==> src/rtl/mem_requester.sv <==
// mem_requester: initiator side of the select/op/valid/rw memory handshake.
// Accepts one host read/write command at a time, presents it to the memory
// controller, waits for valid (bounded by a timeout watchdog) and returns a
// one-cycle response strobe to the host.
//
// Ports:
//   clk, reset                      clock, synchronous active-high reset
//   cmd_valid/ready/write/addr/wdata host command channel (ready only in IDLE)
//   rsp_valid/rdata/error           host response (rdata held between strobes)
//   select/op/mem_addr/mem_wdata    request toward controller, frozen in REQ
//   mem_rdata, valid, rw            controller/array return path
module mem_requester #(
  parameter int unsigned DATA_W  = 8,
  parameter int unsigned ADDR_W  = 4,
  parameter int unsigned TIMEOUT = 15
) (
  input  logic              clk,
  input  logic              reset,
  input  logic              cmd_valid,
  output logic              cmd_ready,
  input  logic              cmd_write,
  input  logic [ADDR_W-1:0] cmd_addr,
  input  logic [DATA_W-1:0] cmd_wdata,
  output logic              rsp_valid,
  output logic [DATA_W-1:0] rsp_rdata,
  output logic              rsp_error,
  output logic              select,
  output logic              op,
  output logic [ADDR_W-1:0] mem_addr,
  output logic [DATA_W-1:0] mem_wdata,
  input  logic [DATA_W-1:0] mem_rdata,
  input  logic              valid,
  input  logic              rw
);

  localparam int unsigned CNT_W = $clog2(TIMEOUT + 1);

  typedef enum logic [1:0] {
    IDLE    = 2'd0,
    REQ     = 2'd1,
    RELEASE = 2'd2
  } state_t;

  state_t              state, state_d;
  logic [CNT_W-1:0]    cnt, cnt_d;
  logic                select_d, op_d, rsp_valid_d, rsp_error_d;
  logic [ADDR_W-1:0]   mem_addr_d;
  logic [DATA_W-1:0]   mem_wdata_d, rsp_rdata_d;

  // Ready is a pure decode of the state register.
  assign cmd_ready = (state == IDLE);

  // State and output registers.
  always_ff @(posedge clk) begin
    if (reset) begin
      state     <= IDLE;
      cnt       <= '0;
      select    <= 1'b0;
      op        <= 1'b0;
      mem_addr  <= '0;
      mem_wdata <= '0;
      rsp_valid <= 1'b0;
      rsp_error <= 1'b0;
      rsp_rdata <= '0;
    end else begin
      state     <= state_d;
      cnt       <= cnt_d;
      select    <= select_d;
      op        <= op_d;
      mem_addr  <= mem_addr_d;
      mem_wdata <= mem_wdata_d;
      rsp_valid <= rsp_valid_d;
      rsp_error <= rsp_error_d;
      rsp_rdata <= rsp_rdata_d;
    end
  end

  // Next-state and next-output logic.
  always_comb begin
    state_d     = state;
    cnt_d       = cnt;
    select_d    = select;
    op_d        = op;
    mem_addr_d  = mem_addr;
    mem_wdata_d = mem_wdata;
    rsp_valid_d = 1'b0;
    rsp_error_d = 1'b0;
    rsp_rdata_d = rsp_rdata;

    unique case (state)
      IDLE: begin
        if (cmd_valid) begin
          op_d        = cmd_write;
          mem_addr_d  = cmd_addr;
          mem_wdata_d = cmd_wdata;
          select_d    = 1'b1;
          cnt_d       = '0;
          state_d     = REQ;
        end
      end
      REQ: begin
        cnt_d = cnt + CNT_W'(1);
        // valid takes priority over an expiring watchdog in the same cycle
        if (valid) begin
          rsp_valid_d = 1'b1;
          rsp_error_d = (rw != op);
          select_d    = 1'b0;
          if (!op) rsp_rdata_d = mem_rdata;
          state_d     = RELEASE;
        end else if (cnt == CNT_W'(TIMEOUT - 1)) begin
          rsp_valid_d = 1'b1;
          rsp_error_d = 1'b1;
          select_d    = 1'b0;
          state_d     = RELEASE;
        end
      end
      RELEASE: begin
        // wait for the controller to drop valid so select idles >= 1 cycle
        select_d = 1'b0;
        if (!valid) state_d = IDLE;
      end
      default: begin
        state_d  = IDLE;
        select_d = 1'b0;
      end
    endcase
  end

endmodule
==> config.mk <==
export PLATFORM = sky130hd
export DESIGN_NAME = mem_requester
export DESIGN_NICKNAME = d
export VERILOG_FILES = /design/src/rtl/mem_requester.sv
export SDC_FILE = /design/constraint.sdc
export NUM_CORES = 1
export LEC_CHECK = 0
export ABC_AREA = 1
export BUFFER_PORTS_ARGS = -buffer_cell sky130_fd_sc_hd__buf_2
export CAP_MARGIN = 15
export CORE_MARGIN = 2
export CORE_UTILIZATION = 46
export CTS_CLUSTER_SIZE = 30
export DETAILED_ROUTE_END_ITERATION = 12
export HOLD_SLACK_MARGIN = 0.05
export PLACE_DENSITY = 0.78
export SKIP_LAST_GASP = 1
export SYNTH_ARGS = -nofsm -noshare
export SYNTH_HDL_FRONTEND = slang
export SYNTH_SLANG_ARGS = --single-unit
==> constraint.sdc <==
create_clock -name clk -period 1.5 [get_ports clk]
set_input_delay 0.15 -clock clk [delete_from_list [all_inputs] [get_ports clk]]
set_output_delay 0.15 -clock clk [all_outputs]
set_load 0.01 [all_outputs]
Word-level counts from Yosys, hierarchy flattened
Index checks and enable logic that the tools add are counted.
- input port bits: 26
- memories kept: 0
- ROM bits: 0
- bits in latches: 0
- memory bits (writable): 0
- logic and storage cells: 41
- register bits: 30
- output and inout bits: 25
- reduce and logical (&&, ||, !) cells: 8
- equality and inequality tests: 7
- $mul: 0
- multiplexer cells: 14
- add/subtract/negate cells: 1
- bitwise operators: 2
- divide/modulo/power cells: 0
- shift operators: 0
- order comparisons: 0
- operators with widths (operator ; number):
    2-to-1 mux 2 bit ; 4
    one-hot mux 4 bit (2 select lines) ; 1
    2-to-1 mux 1 bit ; 6
    one-hot mux 2 bit (3 select lines) ; 1
    AND reduction 2 bit ; 3
    AND reduction 3 bit ; 2
    adder 4 x 1 -> 4 bit (second input constant) ; 1
    equality test 4 bit (second input constant) ; 1
    2-to-1 mux 4 bit ; 1
    != test 2 bit (second input constant) ; 2
    != test 3 bit (second input constant) ; 1
    equality test 2 x 1 -> 1 bit (second input constant) ; 1
    equality test 2 bit (second input constant) ; 1
    logical NOT 2 bit ; 1
    inverter 1 bit ; 2
    one-hot mux 1 bit (2 select lines) ; 1
    nonzero test 2 bit ; 1
    OR reduction 2 bit ; 1
    != test 1 bit ; 1

Longest topological paths before layout
- depth after elaboration: 4
- depth in mapped cells: 7
- mapped depth without buffers: 7

Worst setup path after synthesis
OpenSTA, ideal clock, no wires.
- path kind: reg-to-reg
- start point: reg cnt[0]
- end point: reg state[1]
- setup time: 0.124 ns
- data arrival time: 0.932 ns
- clock period less this slack: 1.056 ns
- required time: 1.376 ns
- buffers on the path: 0
- slack: 0.444 ns
- stages on the path, launching flop included: 7
- path through: dfxtp_1 > inv_1 > ha_1 > nand3_1 > nand3_1 > nand4_1 > o21ai_0
- cells in the longest elaborated chain, start to end: 3
- ends and longest elaborated chain (item ; RTL line ; text):
    start, declared ; 45 ; logic [CNT_W-1:0] cnt, cnt_d;
    start signal, assigned ; 67 ; cnt <= cnt_d;
    equality test 4 bit ; 110 ; end else if (cnt == CNT_W'(TIMEOUT - 1)) begin
    != test 3 bit (no line) ; - ;
    AND reduction 3 bit (no line) ; - ;
    end signal, assigned ; 66 ; state <= state_d;
    end, declared ; 44 ; state_t state, state_d;
No other way between the ends.
A chain may end at the register's enable or synchronous reset.

Final worst setup path
- start point: reg state[1]
- end point: out cmd_ready
- cells in the longest elaborated chain, start to end: 1
- ends and longest elaborated chain (item ; RTL line ; text):
    logical NOT 2 bit ; 51 ; assign cmd_ready = (state == IDLE);
    end, declared ; 20 ; output logic cmd_ready,
No other way between the ends.

==> reports/summary.txt <==
Syn Nets: 174
Crit-path max cell delay: 410 ps
CTS Buffer Depth: 2
Drt first pass iters: 4
Ant. Diodes: 0
Area contributors post-synth: dfxtp_1 51%, nor2_1 14%, o21ai_0 9.7%, inv_1 2.9%, nand2_1 2.9%
HP Class: in2reg
IO Port Bufs: 50
Req. time, crit path: 1350 ps
Bufs and invs on worst path: 3
First-pass GRT wire length: 4.28 mm
Max Clk Rate: 0.819 GHz
Mapped Avg Cell Area: 8.12 um^2
Vias: 1,143
Clock Skew: 4.26 ps
Period utilization: 81.4%
Die H: 54.8 um
Initial Util: 48.3%
Slew @ Worst Pin: 255 ps
Placer Congestion: 0.850
Cts bufs inserted: 5
Final setup TNS: 0 ps
Critical path class: reg2out
CP Launch Type: register
Critical-path top delay cell: dfxtp_1
Combinational Power Share: 18.7%
Root buffer cell: clkbuf_4
Fin crit period: 1220 ps
Critical path endpoint category: output port
Post-DP HPWL: 1.93 mm
Cell count after synthesis: 146
Worst EP arrival: 1070 ps
Fin. Hold Viols: 0
H-Tree Depth: 2
Switch Pwr: 0.468 mW
PD cells: 1040 nW/um^2
Clock Pin Slew Worst Setup and Hold Paths: 90 ps
End of the critical path: cmd_ready
Post-route cell area: 1600 um^2
Remaining global-route overflow: 0
Cell Area, Placed: 1460 um^2
CTS tree: done
Sw frac: 28.1%
Mapped Area: 1180 um^2
CP Max Fanout: 3
IO Count: 51
R2r worst-path depth: 6
Max Cap Viol: 0
GRT Resource Usage Total: 20.5%
Vias in the first global route: 1,020
Area leader, netlist: dfxtp_1
Reg2reg setup slack: 290 ps
Max-slew violation count: 0
Initial antenna violation count: 0
Status: finished, final reports clean
Worst-path cell chain: inv_2, nand2_4, inv_1, buf_2
Largest net degree at the start of global routing: 17
Worst path depth: 4
Sequential share of power: 53.2%
CP Launch Point: state[1]$_SDFFE_PP0P_
Count of cell types in the netlist: 21
Row cnt: 18
Unrepaired setup endpoints after global routing: false
Core area: 2450 um^2
Layout cells sized above 1: 32.5%
Residual DRC: 0
Internal: 1.20 mW
Worst r2r src: cnt[0]$_SDFFE_PP0P_
Synthesized flop and latch total: 30
# nets final: 238
Skew-Pair Late Insertion Delay: 320 ps
Layout area overhead: 35.0%
Critical R2R Capture: state[1]$_SDFFE_PP0P_
Setup violations, final: 0
WL per Instance: 11.5 um
Antenna viol nets, final: 0
Die Footprint: 3000 um^2
P_leak: 0.794 nW
Chip width: 54.8 um
Final wirelength: 2.74 mm
Register area share after synthesis: 50.7%
Initial drt markers: 16
Yosys warns: 0
Clock share of power: 28.1%
VDD IR max: 0.820 mV
Slew margin rel.: 82.9%
Yosys top cell area share: 50.7%
CP delay by family, top: flip-flops
Clock sinks: 30
Via/cell ratio: 4.78
[through the flow]
step	power [mW]	worst slack, ps	hold slack, ps	instances	util [%]
2_1_floorplan	1.08	444	212	146	-
3_3_place_gp	1.19	381	373	224	59.4
3_5_place_dp	1.20	313	380	224	59.4
4_1_cts	1.68	265	50.9	238	64.7
5_1_grt	1.76	154	51.6	239	65.1
6_report	1.67	279	52.9	239	65.1
[worst min-delay path by stage]
| stage | start | end | slack [ps] | cells past startpoint |
|---|---|---|---|---|
| 2_1_floorplan | reset | select$_SDFFE_PP0P_ | 210 | 1 |
| 3_3_place_gp | cmd_wdata[5] | mem_wdata[5]$_SDFFE_PP0P_ | 370 | 3 |
| 3_5_place_dp | cmd_wdata[1] | mem_wdata[1]$_SDFFE_PP0P_ | 380 | 3 |
| 4_1_cts | cmd_wdata[3] | mem_wdata[3]$_SDFFE_PP0P_ | 50 | 3 |
| 5_1_grt | cmd_wdata[3] | mem_wdata[3]$_SDFFE_PP0P_ | 50 | 3 |
| 6_report | cmd_wdata[3] | mem_wdata[3]$_SDFFE_PP0P_ | 50 | 3 |
[timing repair]
item | CTS | global route
endpoints found under the hold margin | 8 | 1
buffers inserted | 0 | 0
resized for setup | 0 | 0
hold buffers | 8 | 1
[Yosys cell counts]
master    count
o21ai_0      23
clkinv_4      1
inv_1         9
a21oi_2       1
buf_6         2
nand2_4       1
clkbuf_1      2
nand2_1       9
dfxtp_1      30
o21ai_1       2
xor2_1        1
inv_4         1
nor2_4        2
nand4_1       1
ha_1          2
nand3_4       1
nor2_8        1
a21oi_1       5
inv_2         2
nor2_1       45
nand3_1       5
[sequential cells by signal, summed over array words and instances, names as in the netlist]
name and count:
mem_wdata 8, rsp_rdata 8, cnt 4, mem_addr 4, state 2, op 1, rsp_error 1, rsp_valid 1
select 1
[power groups by stage]
stage | clock network [mW] | registers, mW | logic (mW)
after floorplan | 0 | 0.927 | 0.157
after global placement | 0 | 0.901 | 0.286
after detailed placement | 0 | 0.904 | 0.293
after CTS | 0.479 | 0.887 | 0.309
after global routing | 0.516 | 0.894 | 0.347
final | 0.467 | 0.887 | 0.312
[metal layers]
layer / wire length (um) / GRT usage (%) / share of wire, % / up-vias
met5: 0 / 0 / 0 / -
met4: 57 / 9.58 / 2.1 / 0
met3: 172 / 9.02 / 6.3 / 8
met2: 1350 / 33.1 / 49 / 39
met1: 1160 / 23.0 / 43 / 503
li1: - / - / - / 593
[logic make-up (layout without fill, tap and decap cells)]
group	Yosys count	count (layout)	synth area share [%]
flops	30	30	50.7
buf+inv	17	80	7.29
xor+xnor	1	1	0.739
compound gates	31	31	13.4
fa+ha+maj	2	2	2.11
simple gates	65	65	25.8
[final cells by class]
class,instances,area (um^2)
timing repair buffer,61,355
fill,215,856
inverter,13,56.3
tap,30,37.5
sequential,30,601
clock buffer,6,51.3
multi-input combinational,99,498
[placed cells by master (no fill, tap or decap), types with 2 or more instances in the layout]
cell	n
nor2_1	45
clkbuf_4	5
inv_2	2
buf_4	2
a21oi_1	5
ha_1	2
o21ai_0	23
nand3_1	5
dfxtp_1	30
buf_2	50
nor2_4	2
dlygate4sd3_1	9
nand2_1	9
o21ai_1	2
inv_1	9
[worst reg2reg max path, delay by kind of cell, from the launching register on]
family	cells	cell delay, ps
buf+inv	1	90
flops	1	390
compound gates	1	90
fa+ha+maj	1	200
simple gates	3	320
Power figures use the tool's default switching activity.
